[src/rtl/pe_seq_pkg.sv]
// Shared types and constants for the PE sequencer.
// Holds the FSM state enum and the length-code helper.
package pe_seq_pkg;

    localparam int MAX_LEN = 16;
    localparam int WORD_W  = 32;

    typedef enum logic [2:0] {
        S_IDLE,
        S_CLR,
        S_LOAD_A,
        S_SWAP,
        S_LOAD_B,
        S_MAC,
        S_RESP
    } state_t;

    // Length code 0..3 -> vector length 2/4/8/16
    function automatic logic [4:0] dimen_len(input logic [1:0] code);
        return 5'd2 << code;
    endfunction

endpackage

[src/rtl/pe_seq_if.sv]
// Dispatcher-side streams of the PE sequencer.
// IN_*: operand stream into the block; RES_*: result stream out.
interface pe_seq_if;
    import pe_seq_pkg::*;

    logic              IN_VALID;
    logic              IN_READY;
    logic [WORD_W-1:0] IN_DATA;
    logic              RES_VALID;
    logic              RES_READY;
    logic [WORD_W-1:0] RES_DATA;

    modport master (
        output IN_VALID, IN_DATA, RES_READY,
        input  IN_READY, RES_VALID, RES_DATA
    );

    modport slave (
        input  IN_VALID, IN_DATA, RES_READY,
        output IN_READY, RES_VALID, RES_DATA
    );

endinterface

[src/rtl/pe_seq_watchdog.sv]
// MAC-phase cycle counter for the PE sequencer.
// Ports: CLK, RST, ACTIVE (in MAC), DONE (PE finished), EXPIRE.
module pe_seq_watchdog #(
    parameter int MAC_TIMEOUT = 24
) (
    input  logic CLK,
    input  logic RST,
    input  logic ACTIVE,
    input  logic DONE,
    output logic EXPIRE
);

    localparam int CW = $clog2(MAC_TIMEOUT + 1);

    logic [CW-1:0] cnt;

    // Count 0 on the first MAC cycle; expiry fires in the
    // MAC_TIMEOUT-th cycle so the abort lands one edge later.
    always_ff @(posedge CLK) begin
        if (RST || !ACTIVE || DONE)
            cnt <= '0;
        else
            cnt <= cnt + CW'(1);
    end

    assign EXPIRE = ACTIVE && !DONE &&
                    (cnt == CW'(MAC_TIMEOUT - 1));

endmodule

[src/rtl/pe_sequencer.sv]
// Initiator-side job controller for one SIMD PE: loads A then B,
// runs the MAC, returns the dot product on the result stream.
// Ports: CLK, RST, START, DIMEN_IN, BUSY, ERR, io (pe_seq_if.slave),
// PE side RST_ADD/RST_PC/RST_ACC/WRITE_MAT/MAT_MUX/MAC_CTRL/
// OUT_READY/DIMEN/DATAIN out, MAC_DONE/DATAOUT in.
// Build macro PE_SEQ_WATCHDOG_EN adds the MAC timeout and ERR.
module pe_sequencer
    import pe_seq_pkg::*;
#(
    parameter int MAC_TIMEOUT = 24
) (
    input  logic              CLK,
    input  logic              RST,
    input  logic              START,
    input  logic [1:0]        DIMEN_IN,
    output logic              BUSY,
    output logic              ERR,
    pe_seq_if.slave           io,
    output logic              RST_ADD,
    output logic              RST_PC,
    output logic              RST_ACC,
    output logic              WRITE_MAT,
    output logic              MAT_MUX,
    output logic              MAC_CTRL,
    output logic              OUT_READY,
    output logic [1:0]        DIMEN,
    output logic [WORD_W-1:0] DATAIN,
    input  logic              MAC_DONE,
    input  logic [WORD_W-1:0] DATAOUT
);

    state_t            state, state_n;
    logic [4:0]        cnt, cnt_n;
    logic [4:0]        len;
    logic [WORD_W-1:0] res_q;
    logic              capture;
    logic              dimen_ld;
    logic              err_set;
    logic              err_clr;
    logic              wd_expire;

    assign len         = dimen_len(DIMEN);
    assign io.RES_DATA = res_q;

    always_ff @(posedge CLK) begin
        if (RST) begin
            state <= S_IDLE;
            cnt   <= '0;
            DIMEN <= '0;
            res_q <= '0;
        end else begin
            state <= state_n;
            cnt   <= cnt_n;
            if (dimen_ld) DIMEN <= DIMEN_IN;
            if (capture)  res_q <= DATAOUT;
        end
    end

    always_comb begin
        state_n     = state;
        cnt_n       = cnt;
        BUSY        = (state != S_IDLE);
        io.IN_READY = 1'b0;
        io.RES_VALID = 1'b0;
        RST_ADD     = 1'b0;
        RST_PC      = 1'b0;
        RST_ACC     = 1'b0;
        WRITE_MAT   = 1'b0;
        MAT_MUX     = 1'b0;
        MAC_CTRL    = 1'b0;
        OUT_READY   = 1'b0;
        DATAIN      = '0;
        capture     = 1'b0;
        dimen_ld    = 1'b0;
        err_set     = 1'b0;
        err_clr     = 1'b0;
        unique case (state)
            S_IDLE: begin
                if (START) begin
                    dimen_ld = 1'b1;
                    err_clr  = 1'b1;
                    state_n  = S_CLR;
                end
            end
            S_CLR: begin
                RST_ADD = 1'b1;
                RST_PC  = 1'b1;
                RST_ACC = 1'b1;
                cnt_n   = '0;
                state_n = S_LOAD_A;
            end
            S_LOAD_A, S_LOAD_B: begin
                io.IN_READY = 1'b1;
                MAT_MUX     = (state == S_LOAD_A);
                WRITE_MAT   = io.IN_VALID;
                DATAIN      = io.IN_DATA;
                if (io.IN_VALID) begin
                    if (cnt == len - 5'd1) begin
                        cnt_n   = '0;
                        state_n = (state == S_LOAD_A) ?
                                  S_SWAP : S_MAC;
                    end else begin
                        cnt_n = cnt + 5'd1;
                    end
                end
            end
            S_SWAP: begin
                RST_ADD = 1'b1;
                cnt_n   = '0;
                state_n = S_LOAD_B;
            end
            S_MAC: begin
                // Gating on MAC_DONE keeps the PE from adding
                // an element past the vector end.
                MAC_CTRL  = ~MAC_DONE;
                OUT_READY = MAC_DONE;
                if (MAC_DONE) begin
                    capture = 1'b1;
                    state_n = S_RESP;
                end else if (wd_expire) begin
                    MAC_CTRL = 1'b0;
                    RST_ADD  = 1'b1;
                    RST_PC   = 1'b1;
                    RST_ACC  = 1'b1;
                    err_set  = 1'b1;
                    state_n  = S_IDLE;
                end
            end
            S_RESP: begin
                io.RES_VALID = 1'b1;
                if (io.RES_READY) state_n = S_IDLE;
            end
            default: state_n = S_IDLE;
        endcase
        // Hold the PE cleared and the ports quiet while in reset
        if (RST) begin
            state_n      = S_IDLE;
            BUSY         = 1'b0;
            io.IN_READY  = 1'b0;
            io.RES_VALID = 1'b0;
            WRITE_MAT    = 1'b0;
            MAT_MUX      = 1'b0;
            MAC_CTRL     = 1'b0;
            OUT_READY    = 1'b0;
            DATAIN       = '0;
            RST_ADD      = 1'b1;
            RST_PC       = 1'b1;
            RST_ACC      = 1'b1;
        end
    end

`ifdef PE_SEQ_WATCHDOG_EN
    logic err_q;

    pe_seq_watchdog #(
        .MAC_TIMEOUT(MAC_TIMEOUT)
    ) u_wd (
        .CLK    (CLK),
        .RST    (RST),
        .ACTIVE (state == S_MAC),
        .DONE   (MAC_DONE),
        .EXPIRE (wd_expire)
    );

    always_ff @(posedge CLK) begin
        if (RST)          err_q <= 1'b0;
        else if (err_set) err_q <= 1'b1;
        else if (err_clr) err_q <= 1'b0;
    end

    assign ERR = err_q;
`else
    logic unused_cfg;

    assign wd_expire  = 1'b0;
    assign ERR        = 1'b0;
    assign unused_cfg = err_set | err_clr |
                        (MAC_TIMEOUT > MAX_LEN);
`endif

endmodule

[src/flat_wrapper.sv]
// flat-port wrapper written by rule: the top's interface ports become plain ports
module pe_sequencer_flat import pe_seq_pkg::*;
#(
    parameter int MAC_TIMEOUT = 24
)
  (CLK, RST, START, DIMEN_IN, BUSY, ERR, RST_ADD, RST_PC, RST_ACC, WRITE_MAT, MAT_MUX, MAC_CTRL, OUT_READY, DIMEN, DATAIN, MAC_DONE, DATAOUT, io_IN_VALID, io_IN_DATA, io_RES_READY, io_IN_READY, io_RES_VALID, io_RES_DATA);
  pe_seq_if io_i ();
  input  logic CLK;
  input  logic RST;
  input  logic START;
  input  logic [1:0] DIMEN_IN;
  output logic BUSY;
  output logic ERR;
  output logic RST_ADD;
  output logic RST_PC;
  output logic RST_ACC;
  output logic WRITE_MAT;
  output logic MAT_MUX;
  output logic MAC_CTRL;
  output logic OUT_READY;
  output logic [1:0] DIMEN;
  output logic [WORD_W-1:0] DATAIN;
  input  logic MAC_DONE;
  input  logic [WORD_W-1:0] DATAOUT;
  input wire logic [$bits(io_i.IN_VALID)-1:0] io_IN_VALID;
  input wire logic [$bits(io_i.IN_DATA)-1:0] io_IN_DATA;
  input wire logic [$bits(io_i.RES_READY)-1:0] io_RES_READY;
  output wire logic [$bits(io_i.IN_READY)-1:0] io_IN_READY;
  output wire logic [$bits(io_i.RES_VALID)-1:0] io_RES_VALID;
  output wire logic [$bits(io_i.RES_DATA)-1:0] io_RES_DATA;
  assign io_i.IN_VALID = io_IN_VALID;
  assign io_i.IN_DATA = io_IN_DATA;
  assign io_i.RES_READY = io_RES_READY;
  assign io_IN_READY = io_i.IN_READY;
  assign io_RES_VALID = io_i.RES_VALID;
  assign io_RES_DATA = io_i.RES_DATA;
  pe_sequencer #(.MAC_TIMEOUT(MAC_TIMEOUT)) u_core (.CLK(CLK), .RST(RST), .START(START), .DIMEN_IN(DIMEN_IN), .BUSY(BUSY), .ERR(ERR), .io(io_i), .RST_ADD(RST_ADD), .RST_PC(RST_PC), .RST_ACC(RST_ACC), .WRITE_MAT(WRITE_MAT), .MAT_MUX(MAT_MUX), .MAC_CTRL(MAC_CTRL), .OUT_READY(OUT_READY), .DIMEN(DIMEN), .DATAIN(DATAIN), .MAC_DONE(MAC_DONE), .DATAOUT(DATAOUT));
endmodule
[config.mk]
export PLATFORM = sky130hd
export DESIGN_NAME = pe_sequencer_flat
export DESIGN_NICKNAME = d
export VERILOG_FILES = /design/src/rtl/pe_seq_pkg.sv /design/src/rtl/pe_seq_if.sv /design/src/rtl/pe_seq_watchdog.sv /design/src/rtl/pe_sequencer.sv /design/src/flat_wrapper.sv
export SDC_FILE = /design/constraint.sdc
export NUM_CORES = 1
export LEC_CHECK = 0
export BUFFER_PORTS_ARGS = -buffer_cell sky130_fd_sc_hd__clkbuf_2
export CELL_PAD_IN_SITES_DETAIL_PLACEMENT = 0
export CELL_PAD_IN_SITES_GLOBAL_PLACEMENT = 1
export CORE_MARGIN = 5
export CORE_UTILIZATION = 28
export CTS_BUF_LIST = sky130_fd_sc_hd__clkbuf_16
export CTS_CLUSTER_DIAMETER = 80
export DETAILED_ROUTE_END_ITERATION = 6
export GPL_TIMING_DRIVEN = 1
export PLACE_DENSITY = 0.89
export SYNTH_ARGS = -nofsm -noshare
export SYNTH_HDL_FRONTEND = slang
export SYNTH_SLANG_ARGS = --single-unit
[constraint.sdc]
create_clock -name CLK -period 2.1 [get_ports CLK]
set_input_delay 0.21 -clock CLK [delete_from_list [all_inputs] [get_ports CLK]]
set_output_delay 0.21 -clock CLK [all_outputs]
set_load 0.01 [all_outputs]
# After elaboration in Yosys (flattened, before gate mapping)
# Index checks and enable logic that the tools add are counted.
[totals]
regBits = 42
input_bits = 72
out_inout_bits = 77
elab_cells = 60
[op_classes]
addsub = 2
n_eq_ne = 12
shift = 1
muxes = 33
bitwise = 1
reduce_logical = 7
[ops]
columns = ["cell", "n"]
rows = [
  ["32-bit two-way mux", 2],
  ["1-bit two-way mux", 21],
  ["3-bit two-way mux", 6],
  ["3-bit one-hot mux with 6 select lines", 1],
  ["5-bit two-way mux", 2],
  ["5-bit one-hot mux with 2 select lines", 1],
  ["3-bit == test, second input constant", 3],
  ["2-bit != test, second input constant", 4],
  ["3-bit by 2-bit == test with 1-bit output, second input constant", 2],
  ["5-bit by 1-bit adder with 5-bit output, second input constant", 1],
  ["5-bit == test", 1],
  ["5-bit AND reduction", 1],
  ["2-bit by 2-bit left shift with 5-bit output, first input constant", 1],
  ["5-bit by 1-bit subtractor with 5-bit output, second input constant", 1],
  ["2-bit OR reduction", 2],
  ["3-bit by 1-bit == test with 1-bit output, second input constant", 1],
  ["3-bit logical NOT", 1],
  ["3-bit nonzero test", 1],
  ["2-bit by 1-bit != test with 1-bit output, second input constant", 1],
  ["2-bit AND reduction", 1],
  ["2-bit nonzero test", 1],
  ["1-bit NOT", 1],
]

# Depth between registers and ports, before layout
# Gate-level depths: netlist of run 1.
[logic_depth]
ltp_word = 6
depth_mapped = 6
ltp_nobuf = 5

# Least setup slack after synthesis of run 1
# OpenSTA, ideal clock, no wires.
[synth_timing]
kind = "flip-flop to output port"
start = "reg u_core.state[1]"
end = "out DATAIN[22]"
t_arrival_ps = 1212
t_required_ps = 1890
slack_ps = 678
stages_incl_launch_ff = 6
n_path_buf = 2
path_cell_list = "dfxtp_1 buf_4 xnor2_1 nor3_2 buf_2 and2_1"
[synth_via]
elab_chain_len = 4
word_cells_on_any_way = 5
classes_between = "2 x eq/ne; 2 x mux; 1 x reduce/logical"
[synth_rtl]
columns = ["item", "line_no", "rtl"]
rows = [
  ["start, declared", "pe_sequencer.sv:32", "state_t state, state_n;"],
  ["start signal, assigned", "pe_sequencer.sv:52", "state <= state_n;"],
  ["3-bit == test or 3-bit by 2-bit == test with 1-bit output (tied branches)", "pe_sequencer.sv:77", "unique case (state)"],
  ["2-bit OR reduction *", "pe_sequencer.sv:77", ""],
  ["32-bit two-way mux *", "pe_sequencer.sv:77", ""],
  ["32-bit two-way mux *", "pe_sequencer.sv:136", "if (RST) begin"],
  ["end, declared", "flat_wrapper.sv:22", "output logic [WORD_W-1:0] DATAIN;"],
]
# Mark *: on every way between the ends. The rest lies on a longest branch, timed or not.

# Final worst setup path of run 1
[layout_timing]
start = "reg u_core.state[1]"
end = "out DATAIN[11]"
# Same word-level chain as after synthesis.

==> results.md, run 1 <==
- The flow ran to the end, and the final reports show no timing, DRC or antenna violations.
- The fraction of the mapped netlist area in adder cells is 0.6297%.
- Once detailed placement completed, the half-perimeter wirelength came to 4.956 mm.
- The number of search-and-repair iterations in the first detailed-routing pass is 4.
- Counting I/O delays and the setup requirement, the final critical path takes around 1.9 ns.
- The core footprint is 0.006869 sq mm.
- The startpoint of the most critical register-to-register path is u_core.state[1]$_SDFFE_PP0P_.
- The clock transition time at the flip-flop clock pins of the worst setup and hold paths is ~0.06 ns.
- Dividing total power by cell area gives a power density of 619.2 mW/mm^2.
- The clock latency on the worst-skew pair is roughly 0.28 ns.
- The x dimension of the die is around 94 um.
- The total count of max-transition violations in the final report is 0.
- The largest fanout on the critical path is 34.
- In the routed design, unresolved DRC markers number 0.
- Fill cells in the final layout number roughly 730.
- The layer flagged by global routing as most heavily used is met2.
- After synthesis, the share of cell area in mux cells is 1.511%.
- On the final layout, the worst hold slack is 0.1456 ns.
- The vertical extent of the die is roughly 94 um.
- dfxtp_1 takes more of the synthesized area than any other cell.
- The maximum number of pins on one net before global-route repair is 35.
- The critical path in this run is classified as flop to output pin.
- The library cell used most frequently in the layout, excluding fill and tap cells, is clkbuf_2.
- 149 I/O pins were placed.
- The number of antenna diodes in the final layout is 0.
- The design draws 1822 uW.
- The standard-cell row count is 30.
- The worst register-to-register path has a setup slack of 0.61 ns.
- In this run the static leakage power is 0.001421 uW.
- For this run, the total global-route usage over all layers was measured as a little over an eighth.
- The tree is rooted in a clkbuf_16.
- The H-tree was split into 2 levels.
- The detail route stage leaves a number of antenna-violating nets equal to 0.
- The combined flip-flop and latch cell area is 842.1 sq um.
- In the layout the commonest cells are clkbuf_2 (147), nand2_1 (68), dfxtp_1 (41).
- Of the available clock period, the critical path in the final layout requires 89.81%.
- Summed over its instances, the top area cell type makes up a little over two fifths of the synthesized netlist area.
- In the post-synthesis netlist, the biggest area contributors are dfxtp_1 (42%), nand2_1 (13%), and2_1 (10%), a21oi_1 (8.6%), buf_2 (2.0%).
- Summing the areas of all xor and xnor instances in the mapped netlist gives under 10% of the synthesized area.
- Summing all placed instances gives a cell area of 0.002795 sq mm.
- The non-filler instance count after layout is just under 500.
- The number of antenna violations at the first check in global routing was 0.
- In this run the tool buffered the top-level ports with between 100 and 150 buffer cells.
- The number of buffers on the longest clock path is 2.
- For the final database, setup skew stands at 0.004634 ns.
- The count of cells along the worst hold path is 3.
- The wire length of the first global-routing pass is 9.404 mm.
- The total of max-cap violations is 0.
- The CTS tree is done.
- The number of sinks driven by the clock tree is 42.
- The number of distinct library cell variants in the gate-level netlist after synthesis is 41.
- The area growth from synthesis to layout is 48.11%.
- In the synthesized netlist, the number of instances is 257.
- The total CTS buffers is 5.
- After global routing the overflow that remains totals 0.
- The worst setup path is launched from a flop.
- The basic-gate share of the synthesized area counting and, or, nand and nor cells is between 30% and 40%.
- The worst register-to-register path ends at u_core.io.RES_DATA[7]$_SDFFE_PP0P_.
- The average footprint of a synthesized cell is about 7.7 sq um.
- Summing all multi-input logic gate instances after layout gives 0.001031 sq mm.
- Yosys printed 0 warnings.
- The detailed router finished its first iteration with about 120 violations.
- Setup violations remaining at the end of the flow were counted as 0.
- Of the synthesized area, sequential elements account for 42.32%.
- The number of vias per cell after detailed routing is 4.438.
- Cells with a size suffix above 1 make up 42.86% of the layout.
- At the end of routability-driven placement, the weighted congestion stood at 0.8406.
- In this run the most critical hold path is launched from DATAOUT[14].
- The final instance area is 0.002943 sq mm.
- Global routing consumed, on the met3 layer, 5.048% of the routing resources.
- Setup repair after global routing left no endpoint under its margin.
- The post-synthesis net count is 330.
- The endpoint arrival time on the critical path is 1.68 ns.
- The total negative setup slack is 0 ns.
- The total routed wirelength is 6.220 mm.
- The met2 track demand over resource is 24.05%.
- The kind of end point of the critical path is an output pin.
- The total die area is 0.008881 sq mm.
- The number of global-route vias before repair is around 2100.
- The synthesized netlist devotes 13.66% of its cell area to compound gates.
- The fmax is roughly 0.53 GHz.
- The largest family of logic cells by synthesized area is simple AND/OR/NAND/NOR gates.
- The synthesized netlist occupies a cell area of 0.001987 sq mm.
- The path depth of the worst reg2reg path is 5.
- For hold timing, the worst endpoint is u_core.io.RES_DATA[14]$_SDFFE_PP0P_.
- The number of failing hold endpoints at the final stage is 0.
- The final layout contains about 470 nets.
- The initial utilization of the core area, before any placement, comes to 28.93%.
- Global routing used 14.33% of the available met1 tracks.
- Including well taps, the total number of placed cells is around 490.
- The synthesized design contains between 40 and 50 register bits.
- The min-delay analysis places its worst path in the category primary input to flop.
- VDD sags by at most 0.2996 mV.
- The routed via count is between 2000 and 2500.
- The data required time at the worst endpoint is 1.89 ns.
- The buffer count from post-CTS setup fixing is 0.
- After detailed routing, the average wire length per cell comes to around 13 um.
==> worst max-delay path: stages, from the launching register on <==
cell	delay, ns
dfxtp_1	0.55
xnor2_1	0.17
nor3_2	0.12
buf_4	0.26
and2_1	0.16
clkbuf_2	0.13
==> how the worst max path moves through the flow <==
stage | from | endpoint | slack [ns] | depth (start not counted)
2_1_floorplan | u_core.state[1]$_SDFFE_PP0P_ | DATAIN[22] | 0.68 | 5
3_3_place_gp | u_core.state[2]$_SDFFE_PP0P_ | DATAIN[25] | 0.51 | 5
3_5_place_dp | u_core.state[2]$_SDFFE_PP0P_ | WRITE_MAT | 0.44 | 5
4_1_cts | u_core.state[2]$_SDFFE_PP0P_ | WRITE_MAT | 0.13 | 5
5_1_grt | u_core.state[1]$_SDFFE_PP0P_ | WRITE_MAT | 0.06 | 5
6_report | u_core.state[1]$_SDFFE_PP0P_ | DATAIN[11] | 0.21 | 5
==> sequential cells by signal (all words and copies together) (netlist names) <==
signal	flops
u_core.state	3
u_core.DIMEN	2
u_core.io.RES_DATA	32
u_core.cnt	5
==> through the flow <==
step / setup WS [ns] / utilization (%)
global placement: 0.5136 / 40.69
finish: 0.2141 / 42.84
floorplan: 0.6779 / -
detailed placement: 0.4358 / 40.69
global route: 0.05950 / 42.84
CTS: 0.1316 / 42.82
==> repair_timing <==
action / 4_1_cts / 5_1_grt
resized for setup: 0 / 1
setup endpoints to repair: 0 / 18
hold buffers: 0 / 0
endpoints found under the hold margin: 0 / 0
==> synth_stat cells (all sizes together) <==
cell    instances
ha              1
nor3            5
nor3b           2
nand3           2
inv             2
a211oi          1
buf            13
or3             1
and4b           1
or4             1
nor2b           1
and2b           1
o211ai          1
o22ai           1
conb            1
a21oi          35
o21ai           3
and2           33
a22oi           2
xor2            4
a32oi           1
nand2          68
clkbuf          8
xnor2           3
a21o            2
nor4            2
nand2b          1
dfxtp          42
mux2i           3
and3            2
and4bb          1
a31o            2
nor2           10
or4bb           1
==> power by group <==
group | leakage [uW] | switching (uW) | internal, uW
Sequential | 0.000339 | 20.4 | 807
Combinational | 0.00101 | 119 | 125
Clock | 0.0000698 | 311 | 440
==> layout make-up <==
type | count | area share, %
clock buffer | 5 | 4.252
sequential | 42 | 28.61
timing repair buffer | 155 | 27.04
inverter | 2 | 0.2551
tap | 96 | 4.082
clock inverter | 3 | 0.7228
multi-input combinational | 192 | 35.03
==> logic make-up (layout without fill, tap and decap cells) <==
family,after synthesis,after routing
other,1,1
AOI/OAI and AO/OA,48,48
muxes,3,3
and+or+nand+nor,132,132
xor gates and xnor gates,7,7
buffers and inverters,23,165
adders and majority gates,1,1
DFF,42,42
==> routing by layer <==
| layer | routed length, um | share of wire (%) |
|---|---|---|
| met1 | 2417 | 39 |
| met4 | 17 | 0.27 |
| met2 | 2942 | 47 |
| met3 | 843 | 14 |
| met5 | 0 | 0 |
No activity file was read; power rests on OpenSTA's default activity.
==> run 2, diff against run 1 <==
--- a/config.mk
+++ b/config.mk
@@ -17,4 +17,5 @@
 export PLACE_DENSITY = 0.89
 export SYNTH_ARGS = -nofsm -noshare
 export SYNTH_HDL_FRONTEND = slang
+export SYNTH_HIERARCHICAL = 1
 export SYNTH_SLANG_ARGS = --single-unit
==> run 2 against run 1 <==
Effect of this change: worst hold slack about the same; final cell count grew 2.2%; critical endpoint is now OUT_READY; critical path depth decreased by 1; global-route usage increased by 0.66 points; sequential power is essentially flat; combinational power fell by 5%; fmax rose by 2.6%; setup slack improved by 0.047 ns; register-to-register slack worse by 0.07 ns; clock power increased by 12%; synthesized area grew 1.8%.
==> results.md, run 2 <==
- The total of max-cap violations is 0 (unchanged).
- Leading cell types by count after synthesis: nand2_1 (71), dfxtp_1 (42), a21oi_1 (41) (was nand2_1 (68), dfxtp_1 (42), a21oi_1 (34)).
- The number of enable-type register cells in the synthesized netlist is 0 (unchanged).
- The iteration-0 DRC count of the detailed router is 96 (was 115).
- The number of fillers in the final layout is 777 (was 726).
- The total die area was 0.009020 sq mm (was 0.008881 sq mm).
- The delay contributed by the slowest stage of the critical path was 0.50 ns (was 0.55 ns).
- The routed wire length per instance was 12.46 um (was 12.57 um).
- The final weighted congestion of routability-driven global placement came to 0.8803 (was 0.8406).
- The critical path class is flop to output pin (unchanged).
- The starting utilization of the core area is 28.33% (was 28.93%).
- The synthesized instance count came to 267 (was 257).
- The maximum number of pins on one net before global-route repair is 35 (unchanged).
- The number of nets in the layout is 479 (was 471).
- Setup repair after global routing missed its margin: false (unchanged).
- The kind of cell adding the most delay to the critical path is simple AND/OR/NAND/NOR gates (was flip-flops).
- The number of failing hold endpoints at the final stage is 0 (unchanged).
- The maximum resistive drop on vdd is 0.3550 mV (was 0.2996 mV).
- The number of vias per cell after detailed routing is 4.449 (was 4.438).
- The cell with the most instances after synthesis is nand2_1 (unchanged).
- The cell accounting for the most synthesized area is dfxtp_1 (unchanged).
- The number of buffers on the longest clock path is 2 (unchanged).
- The total CTS buffers came to 5 (unchanged).
- The wire length of the first global-routing pass is 9.956 mm (was 9.404 mm).
- The combined flip-flop and latch cell area is 843.3 sq um (was 842.1 sq um).
- The post-route clock period utilization is 87.55% (was 89.81%).
- The vertical extent of the die is 94.98 um (was 94.24 um).
- The sequential share of the synthesized area came to 41.58% (was 42.32%).
- The total DRC errors in the routed layout is 0 (unchanged).
- Result of the run: finished, final reports clean (unchanged).
- The worst slack after detailed placement is 0.3886 ns (was 0.4358 ns).
- The post-DP HPWL is 4.980 mm (was 4.956 mm).
- The routed via count was 2251 (was 2197).
- The count of buffers from port buffering was 147 (unchanged).
- The sum of overflow across all layers after global routing was 0 (unchanged).
- The top-level I/O count came to 149 (unchanged).
- The total buffers and inverters traversed by the critical path was 1 (was 2).
- The number of global-route vias before repair is 2071 (was 2089).
- The number of failing setup endpoints in the final timing report is 0 (unchanged).
- The clock latency on the worst-skew pair came to 0.28 ns (about the same).
- The normalized max-slew margin is 56.90%.
- The area growth from synthesis to layout is 48.21% (was 48.11%).
- The x dimension of the die is 94.98 um (was 94.24 um).
- The total negative setup slack is 0 ns (unchanged).
- The netlist area before placement is 0.002022 sq mm (was 0.001987 sq mm).
- The worst clock skew on the final layout is 0.007909 ns (was 0.004634 ns).
- At the pin with the least slew margin, the transition time is approximately 0.64 ns.
- Top library cells by usage in the layout, fill and taps aside: clkbuf_2 (147), nand2_1 (71), a21oi_1 (41) (was clkbuf_2 (147), nand2_1 (68), dfxtp_1 (41)).
- The number of search-and-repair iterations in the first detailed-routing pass is 5 (was 4).
- Synth top area cells: dfxtp_1 (42%), nand2_1 (13%), and2_1 (10%), a21oi_1 (10%), buf_4 (2.2%) (was dfxtp_1 (42%), nand2_1 (13%), and2_1 (10%), a21oi_1 (8.6%), buf_2 (2.0%)).
- The endpoint arrival time on the critical path is 1.63 ns (was 1.68 ns).
- The standard-cell row count was 31 (was 30).
- The flip-flop count of the largest register, all copies and words added is 32 (unchanged).
- The kind of end point of the critical path is an output pin (unchanged).
- The setup slack after layout is 0.2615 ns (was 0.2141 ns).
- The total count of max-transition violations in the final report is 0 (unchanged).
- The async set-or-reset flop fraction in the synthesized netlist is 0% (unchanged).
- The core footprint is 0.007137 sq mm (was 0.006869 sq mm).
- The post-synthesis net count was 340 (was 330).
- The buffer count from post-CTS setup fixing is 0 (unchanged).
- The register bit total from synthesis is 42 (unchanged).
- The total routed wirelength is 6.303 mm (was 6.220 mm).
- The fmax is 0.5439 GHz (was 0.5302 GHz).
- The total of warnings raised by yosys is 6 (was 0).
- The number of distinct library cell variants in the gate-level netlist after synthesis is 43 (was 41).
- The critical path's slowest cell is dfxtp_2 (was dfxtp_1).
- The fraction of the core area covered by cells at the end of the flow is 41.99% (was 42.84%).
- The number of sinks driven by the clock tree came to 42 (unchanged).
- The number of antenna violations at the first check in global routing is 0 (unchanged).
- The area of the multi-input gates is 0.001047 sq mm (was 0.001031 sq mm).
- The share of layout cells above drive strength 1 came to 41.03% (was 42.86%).
- The average footprint of a synthesized cell is 7.573 sq um (was 7.731 sq um).
- The root buffer cell is clkbuf_16 (unchanged).
- The power density relative to cell area was 635.8 mW/mm^2 (was 619.2 mW/mm^2).
- The launching element type of the critical path is a flop (unchanged).
- The most common cell after layout, fill and taps aside is clkbuf_2 (unchanged).
- The overall fraction of global-route tracks in use is 13.82% (was 13.16%).
- The hold buffer count at cts is 0 (unchanged).
- The static leakage is 0.001419 uW (was 0.001421 uW).
- The most common flop cell mapped by yosys is dfxtp_1 (unchanged).
- CP Cell Sequence: and2b_1 > nand3_1 > nor2_1 > clkbuf_2 (was xnor2_1 > nor3_2 > buf_4 > and2_1 > clkbuf_2).
- The data required time at the worst endpoint is 1.89 ns (about the same).
- The hold slack came to 0.1458 ns (was 0.1456 ns).
- The type of the worst min-delay path is primary input to flop (unchanged).
- The shortest period the worst path allows is 1.838 ns (was 1.886 ns).
- The count of antenna diodes in the layout is 0 (unchanged).
- The largest fanout on the critical path came to 17 (was 34).
- The number of antenna-violating nets in the routed design is 0 (unchanged).
- The number of levels in the clock H-tree came to 2 (unchanged).
- The CTS tree is done (unchanged).
- The clock transition time at the flip-flop clock pins of the worst setup and hold paths came to 0.06 ns (about the same).
- The share of the synthesized area in the top cell type came to 41.58% (was 42.32%).
run 2: cell count changes after synthesis, moves of 2 or more:
| cell | change |
|---|---|
| xor2_1 | -4 |
| o2111ai_1 | +2 |
| nand2b_1 | +2 |
| mux2i_1 | -2 |
| inv_1 | +2 |
| nor2_1 | -4 |
| a21oi_1 | +7 |
| nand3_1 | +4 |
| nand2_1 | +3 |
| nor3_1 | -2 |
| buf_4 | +3 |
run 2: per-stage QoR:
stage | power (uW) | cells | area [sq um]
2_1_floorplan | 959.5 | 267 | 2022
3_3_place_gp | 1074 | 498 | 2831
3_5_place_dp | 1078 | 498 | 2831
4_1_cts | 1944 | 506 | 2994
5_1_grt | 1999 | 506 | 2997
6_report | 1905 | 506 | 2997
run 2: repair_timing:
action                                  in CTS  in global routing
endpoints found under the setup margin       0                  6
hold endpoints to repair                     0                  0
gates resized for setup                      0                  2
run 2: where the power goes:
group / leakage (uW) / switching (uW) / internal, uW
logic: 0.000993 / 118 / 114
clock network: 0.0000864 / 292 / 552
registers: 0.000340 / 20.4 / 808
run 2: final cells by class:
| type | instances | area share [%] |
|---|---|---|
| Clock buffer | 5 | 4.175 |
| Clock inverter | 3 | 1.253 |
| Inverter | 5 | 0.6263 |
| Multi-Input combinational cell | 198 | 34.95 |
| Sequential cell | 42 | 28.14 |
| Tap cell | 99 | 4.134 |
| Timing Repair Buffer | 154 | 26.72 |
run 2: kinds of logic (layout without fill, tap and decap cells):
group / count (synthesis) / count (layout) / share of synthesized area (%)
compound gates: 59 / 59 / 17.27
xor+xnor: 3 / 3 / 1.300
fa+ha+maj: 1 / 1 / 0.6187
buf+inv: 27 / 167 / 6.621
flops: 42 / 42 / 41.58
mux: 1 / 1 / 0.4951
other cells: 1 / 1 / 0.1855
simple gates: 133 / 133 / 31.93
run 2: worst paths after layout:
check	slack, ns	to	start	cells past startpoint
worst max-delay path	0.26	OUT_READY	u_core/state[0]$_SDFFE_PP0P_	4
worst min-delay path	0.15	u_core/io.RES_DATA[10]$_SDFFE_PP0P_	DATAOUT[10]	3
worst max register to register	0.54	u_core/io.RES_DATA[20]$_SDFFE_PP0P_	u_core/state[0]$_SDFFE_PP0P_	5
worst min register to register	0.45	u_core/io.RES_DATA[24]$_SDFFE_PP0P_	u_core/io.RES_DATA[24]$_SDFFE_PP0P_	2
run 2: worst min-delay path, delay by kind of cell:
| family | cells | cell delay, ns |
|---|---|---|
| buf+inv | 1 | 0.08 |
| compound gates | 1 | 0.05 |
| simple gates | 1 | 0.04 |
run 2: per-layer routing:
metal | up-vias | wire, um | track usage (%)
li1 | 1155 | - | -
met1 | 1025 | 2643 | 18.20
met2 | 69 | 3205 | 22.55
met3 | 2 | 441 | 4.064
met4 | 0 | 13 | 2.644
met5 | - | 0 | 0
==> run 3, diff against run 2 <==
--- a/config.mk
+++ b/config.mk
@@ -8,7 +8,7 @@
 export BUFFER_PORTS_ARGS = -buffer_cell sky130_fd_sc_hd__clkbuf_2
 export CELL_PAD_IN_SITES_DETAIL_PLACEMENT = 0
 export CELL_PAD_IN_SITES_GLOBAL_PLACEMENT = 1
-export CORE_MARGIN = 5
+export CORE_MARGIN = 2
 export CORE_UTILIZATION = 28
 export CTS_BUF_LIST = sky130_fd_sc_hd__clkbuf_16
 export CTS_CLUSTER_DIAMETER = 80
==> run 3 against run 2 <==
Effect of this change: clock power increased by 1%; highest routed layer unchanged; via count is 1.2% lower; sequential cell count did not move; critical path depth increased by 1; die area fell by 12%; total power rose by 0.36%; setup slack got worse by 0.059 ns; sequential power about the same.
==> results.md, run 3 (synthesis results as in run 2) <==
- The kind of end point of the critical path is an output pin (unchanged).
- The total negative setup slack is 0 ns (unchanged).
- The type of the worst min-delay path is primary input to flop (unchanged).
- The maximum number of pins on one net before global-route repair is 32 (was 35).
- The wire length of the first global-routing pass came to 8.914 mm (was 9.956 mm).
- The clock transition time at the flip-flop clock pins of the worst setup and hold paths is 0.06 ns (about the same).
- The share of power burned in registers came to 43.4% (was 43.5%).
- CP Cell Sequence: xnor2_1 > nor3_2 > buf_4 > and2_1 > clkbuf_2 (was and2b_1 > nand3_1 > nor2_1 > clkbuf_2).
- The root buffer cell is clkbuf_16 (unchanged).
- Setup repair after global routing missed its margin: false (unchanged).
- The shortest period the worst path allows is 1.898 ns (was 1.838 ns).
- The net switching power is 434.0 uW (was 431.0 uW).
- The total of max-cap violations is 0 (unchanged).
- The post-route clock period utilization was 90.37% (was 87.55%).
- The combined flip-flop and latch cell area is 843.3 sq um (unchanged).
- The power density relative to cell area came to 640.8 mW/mm^2 (was 635.8 mW/mm^2).
- The static leakage is 0.001406 uW (was 0.001419 uW).
- The transition at the pin with the smallest max-transition slack is 0.5141 ns (was 0.6415 ns).
- The vertical extent of the die is 88.98 um (was 94.98 um).
- The routed wire length per instance is 11.86 um (was 12.46 um).
- The routed via count is 2225 (was 2251).
- The buffer count from post-CTS setup fixing is 0 (unchanged).
- The count of cells along the worst hold path is 3 (unchanged).
- The area growth from synthesis to layout is 47.59% (was 48.21%).
- The combinational share of power came to 11.9% (was 12.2%).
- The starting utilization of the core area was 29.28% (was 28.33%).
- The internal power of the cells is 1478 uW (was 1474 uW).
- The overall fraction of global-route tracks in use is 14.29% (was 13.82%).
- The area of the multi-input gates came to 0.001047 sq mm (unchanged).
- The clock group share of total power is 44.7% (was 44.3%).
- The number of levels in the clock H-tree is 2 (unchanged).
- The switching power as a share of total power came to 22.70% (was 22.62%).
- The fmax is 0.5269 GHz (was 0.5439 GHz).
- The iteration-0 DRC count of the detailed router is 102 (was 96).
- The worst clock skew on the final layout came to 0.005464 ns (was 0.007909 ns).
- The data required time at the worst endpoint is 1.89 ns (about the same).
- The post-DP HPWL is 4.670 mm (was 4.980 mm).
- The sum of overflow across all layers after global routing is 0 (unchanged).
- Top library cells by usage in the layout, fill and taps aside: clkbuf_2 (147), nand2_1 (71), a21oi_1 (41) (unchanged).
- The standard-cell row count is 30 (was 31).
- The number of vias per cell after detailed routing is 4.423 (was 4.449).
- The total die area was 0.007917 sq mm (was 0.009020 sq mm).
- The number of failing hold endpoints at the final stage is 0 (unchanged).
- The total routed wirelength was 5.966 mm (was 6.303 mm).
- The top-level I/O count came to 149 (unchanged).
- The hold slack is 0.1503 ns (was 0.1458 ns).
- The kind of cell adding the most delay to the critical path is flip-flops (was simple AND/OR/NAND/NOR gates).
- The total buffers and inverters traversed by the critical path is 2 (was 1).
- The timing startpoint of the critical path was u_core/state[1]$_SDFFE_PP0P_ (was u_core/state[0]$_SDFFE_PP0P_).
- The number of buffers on the longest clock path came to 2 (unchanged).
- Result of the run: finished, final reports clean (unchanged).
- The normalized max-slew margin is 65.46% (was 56.90%).
- The post-detailed-placement cell area was 0.002815 sq mm (was 0.002831 sq mm).
- The launching element type of the critical path is a flop (unchanged).
- The worst slack after detailed placement came to 0.3912 ns (was 0.3886 ns).
- The number of antenna violations at the first check in global routing came to 0 (unchanged).
- The core footprint is 0.006907 sq mm (was 0.007137 sq mm).
- The count of buffers from port buffering came to 147 (unchanged).
- The launch instance of the worst min-delay path was DATAOUT[3] (was DATAOUT[10]).
- The endpoint arrival time on the critical path came to 1.69 ns (was 1.63 ns).
- The number of fillers in the final layout is 753 (was 777).
- The final weighted congestion of routability-driven global placement was 0.8177 (was 0.8803).
- The number of antenna-violating nets in the routed design was 0 (unchanged).
- The total CTS buffers is 5 (unchanged).
- The total DRC errors in the routed layout is 0 (unchanged).
- The critical path class is flop to output pin (unchanged).
- The clock latency on the worst-skew pair is 0.28 ns (about the same).
- The fraction of the core area covered by cells at the end of the flow is 43.21% (was 41.99%).
- The number of failing setup endpoints in the final timing report is 0 (unchanged).
- The critical path's slowest cell is dfxtp_1 (was dfxtp_2).
- The number of sinks driven by the clock tree is 42 (unchanged).
- The largest fanout on the critical path came to 21 (was 17).
- The setup slack after layout is 0.2022 ns (was 0.2615 ns).
- The path depth of the worst reg2reg path is 4 (was 5).
- The number of search-and-repair iterations in the first detailed-routing pass was 4 (was 5).
- The sink of the worst hold path is u_core/io.RES_DATA[3]$_SDFFE_PP0P_ (was u_core/io.RES_DATA[10]$_SDFFE_PP0P_).
- The final instance area came to 0.002984 sq mm (was 0.002997 sq mm).
- The maximum resistive drop on vdd came to 0.2949 mV (was 0.3550 mV).
- The slack of the worst reg-to-reg path came to 0.42 ns (was 0.54 ns).
- The CTS tree is done (unchanged).
- The share of layout cells above drive strength 1 is 41.28% (was 41.03%).
- The count of antenna diodes in the layout is 0 (unchanged).
- The number of global-route vias before repair is 2017 (was 2071).
- The x dimension of the die is 88.98 um (was 94.98 um).
- The startpoint of the most critical register-to-register path is u_core/state[1]$_SDFFE_PP0P_ (was u_core/state[0]$_SDFFE_PP0P_).
- The number of nets in the layout came to 479 (unchanged).
- The most common cell after layout, fill and taps aside is clkbuf_2 (unchanged).
- The total count of max-transition violations in the final report is 0 (unchanged).
- The flip-flop count of the largest register, all copies and words added is 32 (unchanged).
- The endpoint of the worst register-to-register path is u_core/cnt[4]$_SDFFE_PP0P_ (was u_core/io.RES_DATA[20]$_SDFFE_PP0P_).
- The hold buffer count at cts was 0 (unchanged).
- The delay contributed by the slowest stage of the critical path is 0.58 ns (was 0.50 ns).
run 3: cell types whose count changed in the layout (fill, tap and decap cells not counted), sizes merged:
cell	before	now
inv	7	6
clkinvlp	0	1
run 3: worst max-delay path by stage:
stage | end | slack (ns) | cells past startpoint
after floorplan | DATAIN[10] | 0.71 | 5
after global placement | DATAIN[0] | 0.44 | 5
after detailed placement | u_core/cnt[4]$_SDFFE_PP0P_ | 0.39 | 4
after CTS | DATAIN[0] | 0.1 | 5
after global routing | DATAIN[28] | 0.01 | 5
final | DATAIN[28] | 0.20 | 5
run 3: stage by stage:
step / cells / power (uW)
CTS: 503 / 1947
global placement: 495 / 1072
finish: 503 / 1912
floorplan: 267 / 959.5
global route: 503 / 2003
detailed placement: 495 / 1075
run 3: metal layers:
layer	share of wire [%]	track usage (%)
met5	0	0
met2	49	26.39
met4	0.32	2.849
met3	8.9	4.524
met1	42	16.21
run 3: area by class of cell:
cell class | count | area share [%]
timing repair buffer | 154 | 26.42
clock buffer | 5 | 4.193
tap | 96 | 4.025
multi-input combinational | 198 | 35.09
clock inverter | 3 | 1.384
sequential | 42 | 28.26
inverter | 5 | 0.6289
run 3: power groups by stage:
stage	registers (uW)	clock network, uW	logic (uW)
floorplan	836	0	123
global placement	845	0	227
detailed placement	846	0	229
CTS	828	889	230
global route	832	917	253
finish	829	855	227
run 3: worst min-delay path, stage by stage:
cell and delay [ns]:
clkbuf_2 0.08, nand2_1 0.04, a21oi_1 0.05
run 3: what timing repair did:
action	CTS	global route
setup endpoints to repair	0	26
resized for setup	0	2
hold endpoints to repair	0	0
